--- src/rtl/serdes_ecc_pkg.sv ---
`timescale 1ns/1ps
// SECDED helpers for the multi-lane serdes loopback.
// Codewords are Hamming-ordered (position p at bit p-1) with overall parity at the MSB.
package serdes_ecc_pkg;

  localparam int MAX_DATA = 64;
  localparam int MAX_PAR  = 7;
  localparam int MAX_CODE = MAX_DATA + MAX_PAR + 1;

  typedef enum logic {ST_IDLE, ST_SHIFT} tx_state_t;

  typedef struct packed {
    logic [MAX_DATA-1:0] data;
    logic                corr;
    logic                uncorr;
  } secded_result_t;

  function automatic int calc_parity_bits(input int data_width);
    int p;
    p = 0;
    for (int i = MAX_PAR; i >= 1; i--)
      if ((1 << i) >= data_width + i + 1) p = i;
    return p;
  endfunction

  function automatic int calc_code_width(input int data_width);
    return data_width + calc_parity_bits(data_width) + 1;
  endfunction

  function automatic logic [MAX_CODE-1:0] secded_encode(input logic [MAX_DATA-1:0] data,
                                                        input int data_width);
    logic [MAX_CODE-1:0] code;
    logic [MAX_DATA-1:0] rem;
    logic                par;
    int                  p;
    int                  n;
    p    = calc_parity_bits(data_width);
    n    = data_width + p;
    code = '0;
    rem  = data;
    for (int pos = 1; pos < MAX_CODE; pos++) begin
      if (pos <= n && (pos & (pos - 1)) != 0) begin
        code[pos-1] = rem[0];
        rem         = rem >> 1;
      end
    end
    for (int i = 0; i < MAX_PAR; i++) begin
      if (i < p) begin
        par = 1'b0;
        for (int pos = 1; pos < MAX_CODE; pos++)
          if (pos <= n && (pos & (1 << i)) != 0) par ^= code[pos-1];
        for (int pos = 1; pos < MAX_CODE; pos++)
          if (pos == (1 << i)) code[pos-1] = par;
      end
    end
    par = ^code;
    for (int b = 0; b < MAX_CODE; b++)
      if (b == n) code[b] = par;
    return code;
  endfunction

  function automatic secded_result_t secded_decode(input logic [MAX_CODE-1:0] code,
                                                   input int data_width);
    secded_result_t      res;
    logic [MAX_CODE-1:0] fixed;
    logic                overall;
    int                  p;
    int                  n;
    int                  syn;
    int                  di;
    p       = calc_parity_bits(data_width);
    n       = data_width + p;
    syn     = 0;
    overall = 1'b0;
    for (int pos = 1; pos < MAX_CODE; pos++)
      if (pos <= n && code[pos-1]) syn ^= pos;
    for (int b = 0; b < MAX_CODE; b++)
      if (b <= n) overall ^= code[b];
    fixed = code;
    res   = '0;
    // Odd overall parity means one flipped bit; syndrome 0 then points at the parity MSB itself.
    if (overall) begin
      res.corr = 1'b1;
      for (int pos = 1; pos < MAX_CODE; pos++)
        if (pos <= n && pos == syn) fixed[pos-1] = ~fixed[pos-1];
    end else if (syn != 0) begin
      res.uncorr = 1'b1;
    end
    di = 0;
    for (int pos = 1; pos < MAX_CODE; pos++) begin
      if (pos <= n && (pos & (pos - 1)) != 0) begin
        if (fixed[pos-1]) res.data = res.data | (MAX_DATA'(1) << di);
        di++;
      end
    end
    return res;
  endfunction

endpackage

--- src/rtl/sync_fifo.sv ---
`timescale 1ns/1ps
// First-word-fall-through synchronous FIFO; full/empty come from a registered occupancy count.
module sync_fifo #(
  parameter int DATA_WIDTH = 8,
  parameter int FIFO_DEPTH = 16
) (
  input  logic                  clk_i,
  input  logic                  rst_n_i,
  input  logic                  wr_en_i,
  input  logic [DATA_WIDTH-1:0] wr_data_i,
  input  logic                  rd_en_i,
  output logic [DATA_WIDTH-1:0] rd_data_o,
  output logic                  full_o,
  output logic                  empty_o
);

  localparam int PTR_W = $clog2(FIFO_DEPTH);

  logic [DATA_WIDTH-1:0] mem [FIFO_DEPTH];
  logic [PTR_W-1:0]      wr_ptr;
  logic [PTR_W-1:0]      rd_ptr;
  logic [PTR_W:0]        count;
  logic                  do_wr;
  logic                  do_rd;

  assign full_o    = (count == (PTR_W+1)'(FIFO_DEPTH));
  assign empty_o   = (count == '0);
  assign do_wr     = wr_en_i && !full_o;
  assign do_rd     = rd_en_i && !empty_o;
  assign rd_data_o = mem[rd_ptr];

  always_ff @(posedge clk_i or negedge rst_n_i) begin
    if (!rst_n_i) begin
      wr_ptr <= '0;
      rd_ptr <= '0;
      count  <= '0;
    end else begin
      if (do_wr) wr_ptr <= wr_ptr + 1'b1;
      if (do_rd) rd_ptr <= rd_ptr + 1'b1;
      case ({do_wr, do_rd})
        2'b10:   count <= count + 1'b1;
        2'b01:   count <= count - 1'b1;
        default: count <= count;
      endcase
    end
  end

  // Storage needs no reset; the pointers define which entries are live.
  always_ff @(posedge clk_i) begin
    if (do_wr) mem[wr_ptr] <= wr_data_i;
  end

endmodule

--- src/rtl/serdes_ecc_mlane.sv ---
`timescale 1ns/1ps
// SECDED-protected serializer with LANES bits per beat, looped back into a deserializer/decoder.
// Words queue in sync_fifo; back-to-back frames reload on the last beat with no bubble.
module serdes_ecc_mlane
  import serdes_ecc_pkg::*;
#(
  parameter  int DATA_WIDTH = 8,
  parameter  int FIFO_DEPTH = 16,
  parameter  int LANES      = 1,
  parameter  int CNT_WIDTH  = 16,
  localparam int CODE_WIDTH = calc_code_width(DATA_WIDTH)
) (
  input  logic                  clk_i,
  input  logic                  rst_n_i,
  input  logic [DATA_WIDTH-1:0] parallel_in_i,
  input  logic                  valid_in_i,
  output logic                  ready_out_o,
  input  logic                  inject_en_i,
  input  logic [CODE_WIDTH-1:0] inject_mask_i,
  output logic [LANES-1:0]      serial_o,
  output logic                  busy_o,
  output logic [DATA_WIDTH-1:0] parallel_out_o,
  output logic                  valid_out_o,
  output logic                  err_corr_o,
  output logic                  err_uncorr_o,
  output logic [CNT_WIDTH-1:0]  corr_cnt_o,
  output logic [CNT_WIDTH-1:0]  uncorr_cnt_o,
  output logic                  fifo_full_o,
  output logic                  fifo_empty_o
);

  localparam int BEATS   = (CODE_WIDTH + LANES - 1) / LANES;
  localparam int SHIFT_W = BEATS * LANES;
  localparam int BEAT_W  = (BEATS > 1) ? $clog2(BEATS) : 1;
  localparam int DEC_W   = DATA_WIDTH + 2;
  localparam logic [BEAT_W-1:0] LAST_BEAT = BEAT_W'(BEATS - 1);

  tx_state_t             state;
  logic [BEAT_W-1:0]     beat;
  logic [SHIFT_W-1:0]    tx_code;
  logic [SHIFT_W-1:0]    rx_code;
  logic [SHIFT_W-1:0]    next_code;
  logic [CODE_WIDTH-1:0] enc_code;
  logic [DEC_W-1:0]      dec_bits;
  logic [DATA_WIDTH-1:0] fifo_rd_data;
  logic                  fifo_pop;
  logic                  last_beat;
  logic                  rx_pending;

  sync_fifo #(
    .DATA_WIDTH (DATA_WIDTH),
    .FIFO_DEPTH (FIFO_DEPTH)
  ) u_fifo (
    .clk_i     (clk_i),
    .rst_n_i   (rst_n_i),
    .wr_en_i   (valid_in_i),
    .wr_data_i (parallel_in_i),
    .rd_en_i   (fifo_pop),
    .rd_data_o (fifo_rd_data),
    .full_o    (fifo_full_o),
    .empty_o   (fifo_empty_o)
  );

  assign ready_out_o = !fifo_full_o;
  assign last_beat   = (state == ST_SHIFT) && (beat == LAST_BEAT);
  assign fifo_pop    = !fifo_empty_o && ((state == ST_IDLE) || last_beat);
  assign busy_o      = (state == ST_SHIFT) || rx_pending;
  assign serial_o    = (state == ST_SHIFT) ? tx_code[LANES-1:0] : '0;

  assign enc_code = CODE_WIDTH'(secded_encode(MAX_DATA'(fifo_rd_data), DATA_WIDTH));
  // The packed result truncates to {data[DATA_WIDTH-1:0], corr, uncorr}.
  assign dec_bits = DEC_W'(secded_decode(MAX_CODE'(rx_code), DATA_WIDTH));

  always_comb begin
    next_code                   = '0;
    next_code[CODE_WIDTH-1:0]   = enc_code ^ (inject_en_i ? inject_mask_i : '0);
  end

  always_ff @(posedge clk_i or negedge rst_n_i) begin
    if (!rst_n_i) begin
      state   <= ST_IDLE;
      beat    <= '0;
      tx_code <= '0;
    end else begin
      case (state)
        ST_IDLE: begin
          if (fifo_pop) begin
            state   <= ST_SHIFT;
            beat    <= '0;
            tx_code <= next_code;
          end
        end
        ST_SHIFT: begin
          if (last_beat) begin
            beat <= '0;
            if (fifo_pop) begin
              tx_code <= next_code;
            end else begin
              state   <= ST_IDLE;
              tx_code <= '0;
            end
          end else begin
            beat    <= beat + 1'b1;
            tx_code <= tx_code >> LANES;
          end
        end
        default: state <= ST_IDLE;
      endcase
    end
  end

  // Beats enter at the top and slide down, so after BEATS captures beat 0 sits at bit 0.
  always_ff @(posedge clk_i or negedge rst_n_i) begin
    if (!rst_n_i) begin
      rx_code        <= '0;
      rx_pending     <= 1'b0;
      parallel_out_o <= '0;
      valid_out_o    <= 1'b0;
      err_corr_o     <= 1'b0;
      err_uncorr_o   <= 1'b0;
      corr_cnt_o     <= '0;
      uncorr_cnt_o   <= '0;
    end else begin
      if (state == ST_SHIFT)
        rx_code <= (rx_code >> LANES) | (SHIFT_W'(serial_o) << (SHIFT_W - LANES));
      rx_pending   <= last_beat;
      valid_out_o  <= rx_pending;
      err_corr_o   <= rx_pending && dec_bits[1];
      err_uncorr_o <= rx_pending && dec_bits[0];
      if (rx_pending) begin
        parallel_out_o <= dec_bits[DEC_W-1:2];
        if (dec_bits[1] && corr_cnt_o != '1)
          corr_cnt_o <= corr_cnt_o + 1'b1;
        if (dec_bits[0] && uncorr_cnt_o != '1)
          uncorr_cnt_o <= uncorr_cnt_o + 1'b1;
      end
    end
  end

endmodule

--- config.mk ---
export PLATFORM = sky130hd
export DESIGN_NAME = serdes_ecc_mlane
export DESIGN_NICKNAME = d
export VERILOG_FILES = /design/src/rtl/serdes_ecc_pkg.sv /design/src/rtl/sync_fifo.sv /design/src/rtl/serdes_ecc_mlane.sv
export SDC_FILE = /design/constraint.sdc
export NUM_CORES = 1
export LEC_CHECK = 0
export CAP_MARGIN = 5
export CORE_MARGIN = 3
export CORE_UTILIZATION = 53
export DETAILED_ROUTE_END_ITERATION = 7
export PLACE_DENSITY_LB_ADDON = 0.12
export SLEW_MARGIN = 40
export SYNTH_ARGS = -nofsm -noshare
export SYNTH_HDL_FRONTEND = slang
export SYNTH_SLANG_ARGS = --single-unit
--- constraint.sdc ---
create_clock -name clk_i -period 2.6 [get_ports clk_i]
set_input_delay 0.52 -clock clk_i [delete_from_list [all_inputs] [get_ports clk_i]]
set_output_delay 0.52 -clock clk_i [all_outputs]
set_load 0.02 [all_outputs]
# Word level (Yosys, flattened, before mapping)
# Memory sizes are Yosys's and may differ from the RTL's.
# Index checks and enable logic that the tools add are counted.
[classes] addsub=7 eq_ne=19 muxes=51 bitwise=52 n_reduce_logical=18
[ops] op="$eq A4 B32 Y1 const A" n=3
[ops] op="$eq A5 B32 Y1 const A" n=3
[ops] op="$reduce_xor A72 Y1" n=1
[ops] op="$eq A3 B32 Y1 const A" n=2
[ops] op="$mux W13" n=4
[ops] op="$add A16 B1 Y16 const B" n=2
[ops] op="$eq A2 B32 Y1 const A" n=1
[ops] op="$mux W4" n=8
[ops] op="$ne A16 B16 Y1 const B" n=2
[ops] op="$reduce_bool A32 Y1" n=1
[ops] op="$pmux W13 S2" n=1
[ops] op="$xor A1 B1 Y1" n=26
[ops] op="$mux W1" n=22
[ops] op="$mux W3" n=5
[ops] op="$not A1 Y1" n=13
[ops] op="$or A12 B13 Y13" n=1
[ops] op="$xor A13 B13 Y13" n=1
[ops] op="$add A4 B1 Y4 const B" n=3
[ops] op="$mux W12" n=1
[ops] op="$not A2 Y2" n=6
[ops] op="$pmux W5 S2" n=1
[ops] op="$eq A4 B4 Y1 const A" n=2
[ops] op="$logic_and A1 B1 Y1" n=8
[ops] op="$mux W8" n=1
[ops] op="other kinds (21)" n=29
[totals] register_bits=88 ram_bits=128 input_bits=25 out_inout_bits=48 word_cells=162 memories=1
[mem_list] name="u_fifo.mem" words=16 word_bits=8 read_ports=1 rd_ports_with_merged_regs=0 write_ports=1 line_no="sync_fifo.sv:19" text="logic [DATA_WIDTH-1:0] mem [FIFO_DEPTH];"

# Depth between registers and ports, before layout
[logic_depth] word_depth=31 depth_mapped=15 depth_no_buf=15

# Hierarchy
# A second synthesis with hierarchy kept.
[hier_totals] hier_cells=694 area_unflattened_um2=9683.0
[modules_own_cells] module="sync_fifo" instances=1 cells_each=332 area_each_um2=5779.3 seq_area_each_um2=4169.0
[modules_own_cells] module="serdes_ecc_mlane" instances=1 cells_each=362 area_each_um2=3903.7 seq_area_each_um2=1876.8

# Worst setup path after synthesis
# OpenSTA, ideal clock, no wires.
[synth_timing] kind="register to register" startpoint="register u_fifo.rd_ptr[0]" endpoint="register tx_code[12]" setup_ns=0.121 arrival_ns=2.622 required_ns=2.479 path_slack_ns=-0.143 stages_incl_launch_ff=8 path_buffers=1 period_less_slack_ns=2.743 path_cell_list="dfrtp_1 > buf_6 > mux4_1 > mux4_2 > xnor3_2 > xnor3_1 > xnor2_1 > a22o_1"
[synth_between] elab_chain_len=10 elab_cells_between_ends=21 classes_between="mux: 4; bitwise: 15; reduce/logical: 1; memory: 1"
[synth_rtl] item="from (decl)" line_no="sync_fifo.sv:21" text="logic [PTR_W-1:0] rd_ptr;"
[synth_rtl] item="from (signal assigned)" line_no="sync_fifo.sv:39" text="if (do_rd) rd_ptr <= rd_ptr + 1'b1;"
[synth_rtl] item="$mem_v2 Z16 W8 *"
[synth_rtl] item="$xor A1 B1 Y1 (4 in a row)" line_no="serdes_ecc_pkg.sv:51" text="if (pos <= n && (pos & (1 << i)) != 0) par ^= code[pos-1];"
[synth_rtl] item="$reduce_xor A72 Y1 *" line_no="serdes_ecc_pkg.sv:56" text="par = ^code;"
[synth_rtl] item="$xor A13 B13 Y13 *" line_no="serdes_ecc_mlane.sv:76" text="next_code[CODE_WIDTH-1:0] = enc_code ^ (inject_en_i ? inject_mask_i : '0);"
[synth_rtl] item="$mux W13" line_no="serdes_ecc_mlane.sv:96" text="if (fifo_pop) begin"
[synth_rtl] item="$mux W13" line_no="serdes_ecc_mlane.sv:94" text="if (last_beat) begin"
[synth_rtl] item="$pmux W13 S2 *" line_no="serdes_ecc_mlane.sv:85" text="case (state)"
[synth_rtl] item="to (signal assigned)" line_no="serdes_ecc_mlane.sv:90" text="tx_code <= next_code;"
[synth_rtl] item="to (signal assigned)" line_no="serdes_ecc_mlane.sv:97" text="tx_code <= next_code;"
[synth_rtl] item="to (signal assigned)" line_no="serdes_ecc_mlane.sv:104" text="tx_code <= tx_code >> LANES;"
[synth_rtl] item="to (decl)" line_no="serdes_ecc_mlane.sv:40" text="logic [SHIFT_W-1:0] tx_code;"
# Mark *: on every way between the ends. The rest lies on a longest branch, timed or not. The select of a mux whose other input is x is not followed.
# A chain may end at the register's enable or synchronous reset.

# Worst setup path in the final report
[layout_timing] startpoint="register rx_code[3]" endpoint="register uncorr_cnt_o[15]"
[layout_between] elab_chain_len=18 elab_cells_between_ends=28 classes_between="mux: 11; bitwise: 14; reduce/logical: 3"
[layout_rtl] item="from (decl)" line_no="serdes_ecc_mlane.sv:41" text="logic [SHIFT_W-1:0] rx_code;"
[layout_rtl] item="from (signal assigned)" line_no="serdes_ecc_mlane.sv:125" text="rx_code <= (rx_code >> LANES) | (SHIFT_W'(serial_o) << (SHIFT_W - LANES));"
[layout_rtl] item="$mux W3" line_no="serdes_ecc_pkg.sv:76" text="if (pos <= n && code[pos-1]) syn ^= pos;"
[layout_rtl] item="$not A2 Y2 (no source line)"
[layout_rtl] item="$mux W3" line_no="serdes_ecc_pkg.sv:76"
[layout_rtl] item="$not A2 Y2 (no source line)"
[layout_rtl] item="$mux W3" line_no="serdes_ecc_pkg.sv:76"
[layout_rtl] item="$not A3 Y3 (no source line)"
[layout_rtl] item="$mux W3" line_no="serdes_ecc_pkg.sv:76"
[layout_rtl] item="$mux W4 (4 in a row)" line_no="serdes_ecc_pkg.sv:76"
[layout_rtl] item="$not A2 Y2 (no source line)"
[layout_rtl] item="$mux W4" line_no="serdes_ecc_pkg.sv:76"
[layout_rtl] item="$reduce_bool A32 Y1" line_no="serdes_ecc_pkg.sv:86" text="end else if (syn != 0) begin"
[layout_rtl] item="$mux W1" line_no="serdes_ecc_pkg.sv:86"
[layout_rtl] item="$mux W1 *" line_no="serdes_ecc_pkg.sv:82" text="if (overall) begin"
[layout_rtl] item="$logic_and A1 B1 Y1 *" line_no="serdes_ecc_mlane.sv:134" text="if (dec_bits[0] && uncorr_cnt_o != '1)"
[layout_rtl] item="$reduce_and A2 Y1 (no source line) *"
[layout_rtl] item="to (signal assigned)" line_no="serdes_ecc_mlane.sv:135" text="uncorr_cnt_o <= uncorr_cnt_o + 1'b1;"
[layout_rtl] item="to (decl)" line_no="serdes_ecc_mlane.sv:27" text="output logic [CNT_WIDTH-1:0] uncorr_cnt_o,"
# Mark *: on every way between the ends. The rest lies on a longest branch, timed or not.

==> impl_results.md <==
- Status: finished with violations
- Violated checks: negative hold slack
- Register area share after synthesis: 64.10%
- Number of synthesized register bits: 216
- Max cap viols: 0
- Row count: 48
- First-pass GRT wire length: 29770 um
- Critical path's largest stage delay: 0.49 ns
- Worst slew pin tran: 0.5593 ns
- GRT overflow: 0
- Crit path max-delay cell type: xnor3_2
- CP Launch Type: register
- Async SR Flop Fraction: 40.74%
- Synth Area per Inst: about 15 sq um
- Required time of the critical path: around 3 ns
- Final std cells w/o fill: 1017
- Leakage power: 4.648 nW
- Setup CP Type: reg2reg
- Top Ports: 73
- I/O Buffers: 72
- VDD IR max: 0.0007456 V
- Bufs on Longest Clock Path: 3
- Unique masters post-synth: between 40 and 50
- Worst min path class: in2async
- Final setup violating endpoints: 0
- Total GRT Usage: a little under a fifth
- Placed Cells: 962
- Flop-to-flop setup slack: 0.05 ns
- Vias: 5477
- Yosys Warn Count: 0
- Max Slew Vio Count: 0
- CTS root buffer: clkbuf_16
- Largest net degree at the start of global routing: a little over 60
- Core area: 17360 sq um
- Hold_buf cts: 0
- Iter 0 DRT Violations: 319
- Mapped cell area: 9432 sq um
- Commonest cells after routing, fill and taps aside: edfxtp_1 (128), dfrtp_1 (85), clkdlybuf4s50_1 (69), buf_4 (63), nand2_1 (55)
- Most used cell, CP: xnor3_2
- Power Dens Cells: about 1200 nW/um^2
- RePlAce Congestion: 0.8192
- Post-synth top flop: edfxtp_1
- Placed wire-length estimate: 12980 um
- Diode count: 0
- Clk_skew: 0.01451 ns
- H-tree depth: 1
- Critical Path Fanout Max: 7
- Final Hold Viols: 6
- Worst setup EP type: register
- TritonCTS clock tree: built
- Initial Utilization: a little over half
- Synthesized Nets: 672
- RSZ-0062 raised after global routing: true
- Crit path max-delay family: XOR/XNOR gates
- Slew HR: 62.59%
- Drt total wl: 18800 um
- Share of cells above drive strength 1: between 20% and 30%
- Fill cells: 1212
- Vias per Instance: between 5 and 6
- Number of remaining DRC errors: 0
- Period utilization: 98.07%
- Post-DRT Antenna Nets: 0
- Hold WS: -0.005934 ns
- Syn Inst Count: ~630
- Clk sinks: 216
- Nets: just over 800
- Clock slew at reported path FFs: 0.06 ns
- Die width: 139.4 um
- Routed WL per cell: 18.48 um
- DRT Pass-1 Iters: 5
- Critical Path, Cell by Cell: xnor3_2 -> xnor2_2 -> xnor3_2 -> nand4b_1 -> nor3_2 -> nand3_1 -> xnor2_1
- Number of synthesized flops with an enable pin: roughly 130
- Die area: 19430 sq um
- Initial antenna violation count: 0
- Clock latency on the worst-skew pair: between 0.5 and 0.6 ns
- Fmax: 392.2 MHz
- Placed Area: 10780 sq um
- Buf/Inv on CP: 0
- Commonest non-fill, non-tap cell in the layout: edfxtp_1
- Worst path arrival time: 2.94 ns
- Finished Core Util: 67.90%
- Minimum clock period: 2.550 ns
- Vias in the first global route: 5651
- Num CTS Buffers: 23
- Design area: approximately 12000 sq um
- Die height: 139.4 um
- Layout area overhead: 24.95%
-- flip-flops by register name, indices dropped and copies added, names as in the netlist --
register        flops
beat                4
corr_cnt_o         16
err_corr_o          1
err_uncorr_o        1
parallel_out_o      8
rx_code            13
rx_pending          1
state               1
tx_code            13
u_fifo.count        5
u_fifo.mem        128
u_fifo.rd_ptr       4
u_fifo.wr_ptr       4
uncorr_cnt_o       16
valid_out_o         1
-- synthesized netlist by cell type, types with 4 or more instances --
master      n  area [sq um]
and2_1      8         50.05
clkbuf_1   13         48.80
ha_1       13         162.7
mux4_2     31         698.2
nand4_1     8         50.05
xnor2_1    45         394.1
a22oi_1    22         165.2
inv_1      17         63.81
a21oi_1    10         50.05
nor2_1     37         138.9
dfrtp_1    88          2202
nand3_1    13         65.06
edfxtp_1  128          3844
buf_2       4         20.02
nor3_1      7         35.03
o21ai_1     9         45.04
xor2_1     41         359.1
xnor3_1     6         135.1
mux2_2     13         146.4
nand2_1    60         225.2
o21ai_0    14         70.07
-- worst paths after layout --
path	cells past startpoint	startpoint	to
worst max-delay path	7	rx_code[3]$_DFFE_PN0P_	uncorr_cnt_o[15]$_DFFE_PN0P_
worst min-delay path	1	rst_n_i	corr_cnt_o[8]$_DFFE_PN0P_
worst max register to register	7	rx_code[3]$_DFFE_PN0P_	uncorr_cnt_o[15]$_DFFE_PN0P_
worst min register to register	1	uncorr_cnt_o[9]$_DFFE_PN0P_	uncorr_cnt_o[9]$_DFFE_PN0P_
max in group asynchronous	2	rst_n_i	rx_code[5]$_DFFE_PN0P_
min in group clk_i	1	uncorr_cnt_o[9]$_DFFE_PN0P_	uncorr_cnt_o[9]$_DFFE_PN0P_
-- per-layer routing --
metal	vias to the layer above	part of all wire, %	global-route usage [%]
li1	2591	-	-
met1	2738	42	24.91
met5	-	0	0
met2	122	53	33.84
met4	0	1.6	4.428
met3	26	4.4	2.990
-- worst register-to-register path, cell delays in order, from the launching register on --
cell and delay [ns]:
dfrtp_1 0.37, xnor3_2 0.47, xnor2_2 0.15, xnor3_2 0.49, nand4b_1 0.21, nor3_2 0.41
nand3_1 0.17, xnor2_1 0.16
-- per-stage QoR --
| stage | total power, mW | hold slack, ns | setup slack, ns | setup TNS [ns] |
|---|---|---|---|---|
| 3_3_place_gp | 9.744 | 0.4755 | 0.01649 | 0 |
| 4_1_cts | 13.19 | 0.1180 | 0.0007820 | 0 |
| 2_1_floorplan | 8.265 | 0.2244 | -0.01249 | -0.01249 |
| 3_5_place_dp | 9.870 | 0.4833 | -0.003143 | -0.003143 |
| 5_1_grt | 14.42 | 0.03239 | -0.06132 | -0.2778 |
| 6_report | 13.62 | -0.005934 | 0.05031 | 0 |
-- report_power, final --
group          internal [mW]  switching (mW)
registers               4.21           0.403
clock network           1.99            1.28
logic                   3.07            2.67
-- area by class of cell --
type | count | area [sq um] | area share [%]
multi-input cells | 377 | 3332 | 28.27
repair buffers | 140 | 1294 | 10.98
clock inverters | 12 | 142.6 | 1.210
clock buffers | 30 | 621.8 | 5.277
inverters | 17 | 63.81 | 0.5415
well taps | 225 | 281.5 | 2.389
flip-flops and latches | 216 | 6050 | 51.33
-- what timing repair did --
| item | 4_1_cts | 5_1_grt |
|---|---|---|
| setup endpoints to repair | 3 | 13 |
| pin swaps | 0 | 11 |
| resized for setup | 4 | 30 |
| hold endpoints to repair | 0 | 0 |
| buffers inserted | 0 | 12 |
| gates cloned | 0 | 1 |
-- kinds of logic after synthesis --
kind of cell / count (synthesis) / share of synthesized area (%)
muxes: 51 / 10.23
AOI/OAI and AO/OA: 61 / 4.006
buffers and inverters: 40 / 1.884
and+or+nand+nor: 156 / 7.827
DFF: 216 / 64.10
adders and majority gates: 14 / 1.937
xor gates and xnor gates: 95 / 10.02
Power figures use the tool's default switching activity.
==> edit 1: new RTL, same settings <==
`CNT_WIDTH`: 16 -> 20.
--- a/src/rtl/serdes_ecc_mlane.sv
+++ b/src/rtl/serdes_ecc_mlane.sv
@@ -7,7 +7,7 @@
   parameter  int DATA_WIDTH = 8,
   parameter  int FIFO_DEPTH = 16,
   parameter  int LANES      = 1,
-  parameter  int CNT_WIDTH  = 16,
+  parameter  int CNT_WIDTH  = 20,
   localparam int CODE_WIDTH = calc_code_width(DATA_WIDTH)
 ) (
   input  logic                  clk_i,
Ports: changed (resized corr_cnt_o and uncorr_cnt_o); port bits go from 73 to 81. The function was not compared with the original's and may differ.
==> edit 1 against the unedited design <==
  * Critical path depth shrank 1
  * Worst setup slack lost 0.015 ns
  * Total power grew 4.6%
  * Sequential cell count grew 8
  * Routed wire length grew 10%
  * Sequential power grew 4.8%
  * Synthesized area grew 5.6%
  * Largest power group unchanged
  * Global-route usage grew 1.3 points
  * Final area grew 4.9%
==> edit 1: results (changes against the unedited design) <==
| Metric | Value |
|---|---|
| Status | finished, final reports clean |
| Routability cong. | 0.8293 (+1.2%) |
| TritonRoute pass-1 iters | 5 (unchanged) |
| Post-DP HPWL | 14120 µm (+8.8%) |
| Fraction of the yosys area taken by sequential cells | 62.72% (-1.4 points) |
| Maximum vdd drop | 0.7393 mV (-0.84%) |
| Layout cells sized above 1 | 22.93% (-0.68 points) |
| Largest net degree at the start of global routing | 42 (-32%) |
| Commonest cells in the synthesized netlist | edfxtp_1, dfrtp_1, xnor2_1 |
| PostCTS Resize Cnt | 13 (+9) |
| Critical path fanouts, max | 3 (-4) |
| Slowest-stage cell, CP | mux4_2 |
| Via/cell ratio | 5.631 (+4.6%) |
| Nets | 856 (+5.2%) |
| Clock Tree Buf Depth | 3 (unchanged) |
| Routed WL | 20680 µm (+10%) |
| Wire length on met2 | 10740 µm (+8.8%) |
| Root Driver | clkbuf_16 |
| H-tree level count | 1 (unchanged) |
| Largest regs | u_fifo.mem (128), corr_cnt_o (20), uncorr_cnt_o (20) |
| Post-synth cell types | 46 (+2.2%) |
| Flop-to-flop setup slack | 0.04 ns (-0.02 ns) |
| P_leak | 0.004889 µW (+5.2%) |
| Post-CTS Hold Fix Bufs | 0 (unchanged) |
| Post-synth EDFFs | 128 (unchanged) |
| Dominant cells by area after synthesis | edfxtp_1, dfrtp_1, mux4_2 |
| Critical path arrival | 2.95 ns (about the same) |
| Clock skew | 0.02374 ns (+0.009239 ns) |
| Yosys warns | 0 (unchanged) |
| Met1 Use GR | 26.97% (+2.1 points) |
| First-pass GRT wire length | 32570 µm (+9.4%) |
| Hold crit path type | input port to async pin |
| Total CTS buffers | 24 (+4.3%) |
| Worst path max stage delay | 0.53 ns (+0.04 ns) |
| Met3 wire len | 1093 µm (+33%) |
| Met1 Wirelength | 8424 µm (+7.9%) |
| Cell family with most CP delay | multiplexers |
| # diodes | 0 (unchanged) |
| Highest routed layer | met4 |
| I/O Buffers | 80 (+11%) |
| DRT iter0 DRCs | 446 (+40%) |
| Total Routing Usage GR | 20.36% (+1.3 points) |
| Setup bufs post-CTS | 5 (+5) |
| Worst skew pair latency | 0.52 ns |
| Vias in the first global route | 6028 (+6.7%) |
| Rel. slew slack | 54.78% (-7.8 points) |
| Global Route met2 Usage | 35.48% (+1.6 points) |
| Initial antenna violation count | 0 (unchanged) |
| GR Util met3 | 3.416% (+0.43 points) |
| Asr flop ratio synth | 42.86% (+2.1 points) |
| Synth Flop Type | edfxtp_1 |
| Mapped Nets | 705 (+4.9%) |
| Register clock-pin slew on the reported worst setup and hold paths | 0.06 ns (about the same) |
==> edit 1: path summary, 6_finish.rpt <==
path | from | endpoint | cells after the start
max reg2reg | u_fifo.rd_ptr[0] | tx_code[12] | 6
max | u_fifo.rd_ptr[0] | tx_code[12] | 6
max in group asynchronous | rst_n_i | uncorr_cnt_o[17] | 2
min in group clk_i | uncorr_cnt_o[11] | uncorr_cnt_o[11] | 1
min reg2reg | uncorr_cnt_o[11] | uncorr_cnt_o[11] | 1
min | rst_n_i | parallel_out_o[3] | 1
==> edit 1: cell families (layout without fill, tap and decap cells) <==
logic type	count (synthesis)	count (layout)	synth area share (%)
AOI/OAI and AO/OA	66	66	4.347
xor gates and xnor gates	99	99	10.64
adders and majority gates	14	14	1.834
buffers and inverters	39	206	1.897
DFF	224	224	62.72
muxes	50	50	9.499
and+or+nand+nor	174	174	9.059
==> edit 1: power breakdown <==
part | total, µW | internal, µW | switching, µW
Clock | 3000 | 1700 | 1310
Sequential | 4830 | 4350 | 482
Combinational | 6420 | 3400 | 3010
Total | 14300 | 9450 | 4810
==> edit 1: metrics by stage <==
step	area (µm²)	instances	setup WS, ns	hold WS [ns]	total power (µW)
final	12360	1062	0.03526	0.003167	14250
after global routing	12360	1062	-0.008143	0.03209	15000
after CTS	12210	1056	0.004243	0.01410	14110
after detailed placement	11410	1008	-0.07589	0.4847	10880
after global placement	11410	1008	0.02583	0.4729	10700
after floorplan	9968	666	0.004569	0.2244	8946
==> edit 1: final cells by class <==
cell class / instances / area [µm²]
fill: 1269 / 5849
clock buffer: 29 / 619.3
multi-input combinational: 403 / 3643
clock inverter: 13 / 77.57
sequential: 224 / 6248
timing repair buffer: 150 / 1429
inverter: 14 / 55.05
tap: 229 / 286.5
==> edit 2: new RTL, config.mk and constraints unchanged <==
Without the edit above. Remove the register `err_corr_o`: a continuous assignment takes its place, so the output `err_corr_o` follows one clock earlier.
--- a/src/rtl/serdes_ecc_mlane.sv
+++ b/src/rtl/serdes_ecc_mlane.sv
@@ -116,7 +116,6 @@
       rx_pending     <= 1'b0;
       parallel_out_o <= '0;
       valid_out_o    <= 1'b0;
-      err_corr_o     <= 1'b0;
       err_uncorr_o   <= 1'b0;
       corr_cnt_o     <= '0;
       uncorr_cnt_o   <= '0;
@@ -125,7 +124,6 @@
         rx_code <= (rx_code >> LANES) | (SHIFT_W'(serial_o) << (SHIFT_W - LANES));
       rx_pending   <= last_beat;
       valid_out_o  <= rx_pending;
-      err_corr_o   <= rx_pending && dec_bits[1];
       err_uncorr_o <= rx_pending && dec_bits[0];
       if (rx_pending) begin
         parallel_out_o <= dec_bits[DEC_W-1:2];
@@ -137,5 +135,7 @@
     end
   end
 
+  assign err_corr_o = rx_pending && dec_bits[1];
+
 endmodule
 
Function: same outputs for any inputs over 10 cycles, from zero or initial values and one cycle with rst_n_i low; that may be too few to reach the edited logic, so the function may still have changed.
==> edit 2 against the unedited design <==
  * The run ends with negative setup slack left
  * Synthesized area up 0.32%
  * Clock power fell by 12%
  * Via count grew 0.79%
  * Count of clock-buffer cells in the layout down 1
  * Fmax shrank 2.3%
  * Total power up 6.5%
  * Sequential cell count fell by 1
  * Global-route usage hardly changed
  * Sequential share of layout area down 0.40 points
  * Routed wire length down 2.1%
  * Final area increased by 0.34%
  * First-iteration DRC count shrank 14%
  * Worst setup slack lost 0.061 ns
  * Largest power group unchanged
==> edit 2: results (changes against the unedited design) <==
| Metric | Value |
|---|---|
| Status | finished, violations left |
| Violated checks | negative setup slack |
| Non-CTS buffers | 148 (+5.7%) |
| Clock sinks | 215 (-0.46%) |
| Nonclk inv count | 21 (+4) |
| Setup bufs post-CTS | 3 (+3) |
| Worst path max stage delay | 0.51 ns (+0.02 ns) |
| Routability cong. | 0.8538 (+4.2%) |
| Clock-cell share | 5.481% (-1.0 points) |
| Mux contribution to synthesized area | 9.865% (-0.36 points) |
| Worst slew pin tran | 0.5369 ns (-0.02244 ns) |
| # setup viols final | 1 (+1) |
| Post-CTS Hold Fix Bufs | 1 (+1) |
| Buffering overhead | 11.80% (+0.82 points) |
| Hold crit path type | flip-flop to flip-flop |
| Critical path arrival | 3.00 ns (+0.06 ns) |
| GR Util met3 | 3.127% (+0.14 points) |
| Post-synthesis compound-gate area fraction | 3.663% (-0.34 points) |
| Multi-In Gates | 380 (+0.80%) |
| Synth Area in XOR/XNOR | 10.17% (+0.15 points) |
| Part of the power in registers | 31.9% (-2.0 points) |
| Largest net degree at the start of global routing | 51 (-18%) |
| TritonRoute pass-1 iters | 4 (-1) |
| Area of the multi-input gates | 3398 µm² (+2.0%) |
| Fraction of area in registers | 50.94% (-0.40 points) |
| DR WL/cell | 17.94 µm (-2.9%) |
| Nets | 828 (+1.7%) |
| Clock buffers | 29 (-3.3%) |
| Vias in the first global route | 5800 (+2.6%) |
| Wire length on met2 | 9504 µm (-3.7%) |
| Met3 wire len | 713 µm (-13%) |
| Total power | 14510 µW (+6.5%) |
| Dominant cells by area after synthesis | edfxtp_1, dfrtp_1, mux4_2 |
| Maximum vdd drop | 0.9368 mV (+26%) |
| Met1 Wirelength | 7819 µm (+0.14%) |
| Total Routing Usage GR | 19.10% (+0.043 points) |
| Routed WL | 18400 µm (-2.1%) |
| Placed Cells | 980 (+1.9%) |
| DRT iter0 DRCs | 273 (-14%) |
| Global Route met2 Usage | 33.00% (-0.84 points) |
| Fin Setup TNS | -0.01088 ns (-0.01088 ns) |
| Pint | 9691 µW (+4.6%) |
| Post-route setup slack | -0.01088 ns (-0.06119 ns) |
| Post-DP HPWL | 13010 µm (+0.17%) |
| Met1 Use GR | 25.90% (+0.99 points) |
| P_leak | 0.004624 µW (-0.51%) |
| Initial antenna violation count | 0 (unchanged) |
| Clock power frac | 19.8% (-4.2 points) |
| Pre-CTS setup slack | -0.07159 ns (-0.06845 ns) |
| Filler cell count in the final layout | 1219 (+0.58%) |
| Asr flop ratio synth | 40.47% (-0.28 points) |
| Placed Area | 10960 µm² (+1.7%) |
| Post-synth cell types | 48 (+6.7%) |
| Commonest cells in the synthesized netlist | edfxtp_1, dfrtp_1, nand2_1 |
| Fraction of area in multi-input gates | 28.74% (+0.47 points) |
| First-pass GRT wire length | 30260 µm (+1.7%) |
| Root Driver | clkbuf_16 |
| Clock skew | 0.007647 ns (-0.006858 ns) |
| Post-synthesis adder-cell area fraction | 1.931% (-0.0061 points) |
[edit 2: kinds of logic (layout without fill, tap and decap cells)]
family                   Yosys count  in the layout
multiplexers                      48             48
adder cells (fa/ha/maj)           14             14
flip-flops                       215            215
AND/OR/NAND/NOR                  168            168
buffers and inverters             46            206
AO/OA/AOI/OAI                     57             57
XOR/XNOR                          93             93
[edit 2: path summary, 6_finish.rpt]
kind	cells past startpoint	to	slack, ns	from
min in group asynchronous	2	uncorr_cnt_o[2]	0.54	rst_n_i
max	9	tx_code[12]	-0.01	u_fifo.rd_ptr[0]
max in group asynchronous	3	corr_cnt_o[4]	1.43	rst_n_i
max reg2reg	9	tx_code[12]	-0.01	u_fifo.rd_ptr[0]
min reg2reg	1	uncorr_cnt_o[11]	0.49	uncorr_cnt_o[11]
min	1	uncorr_cnt_o[11]	0.49	uncorr_cnt_o[11]
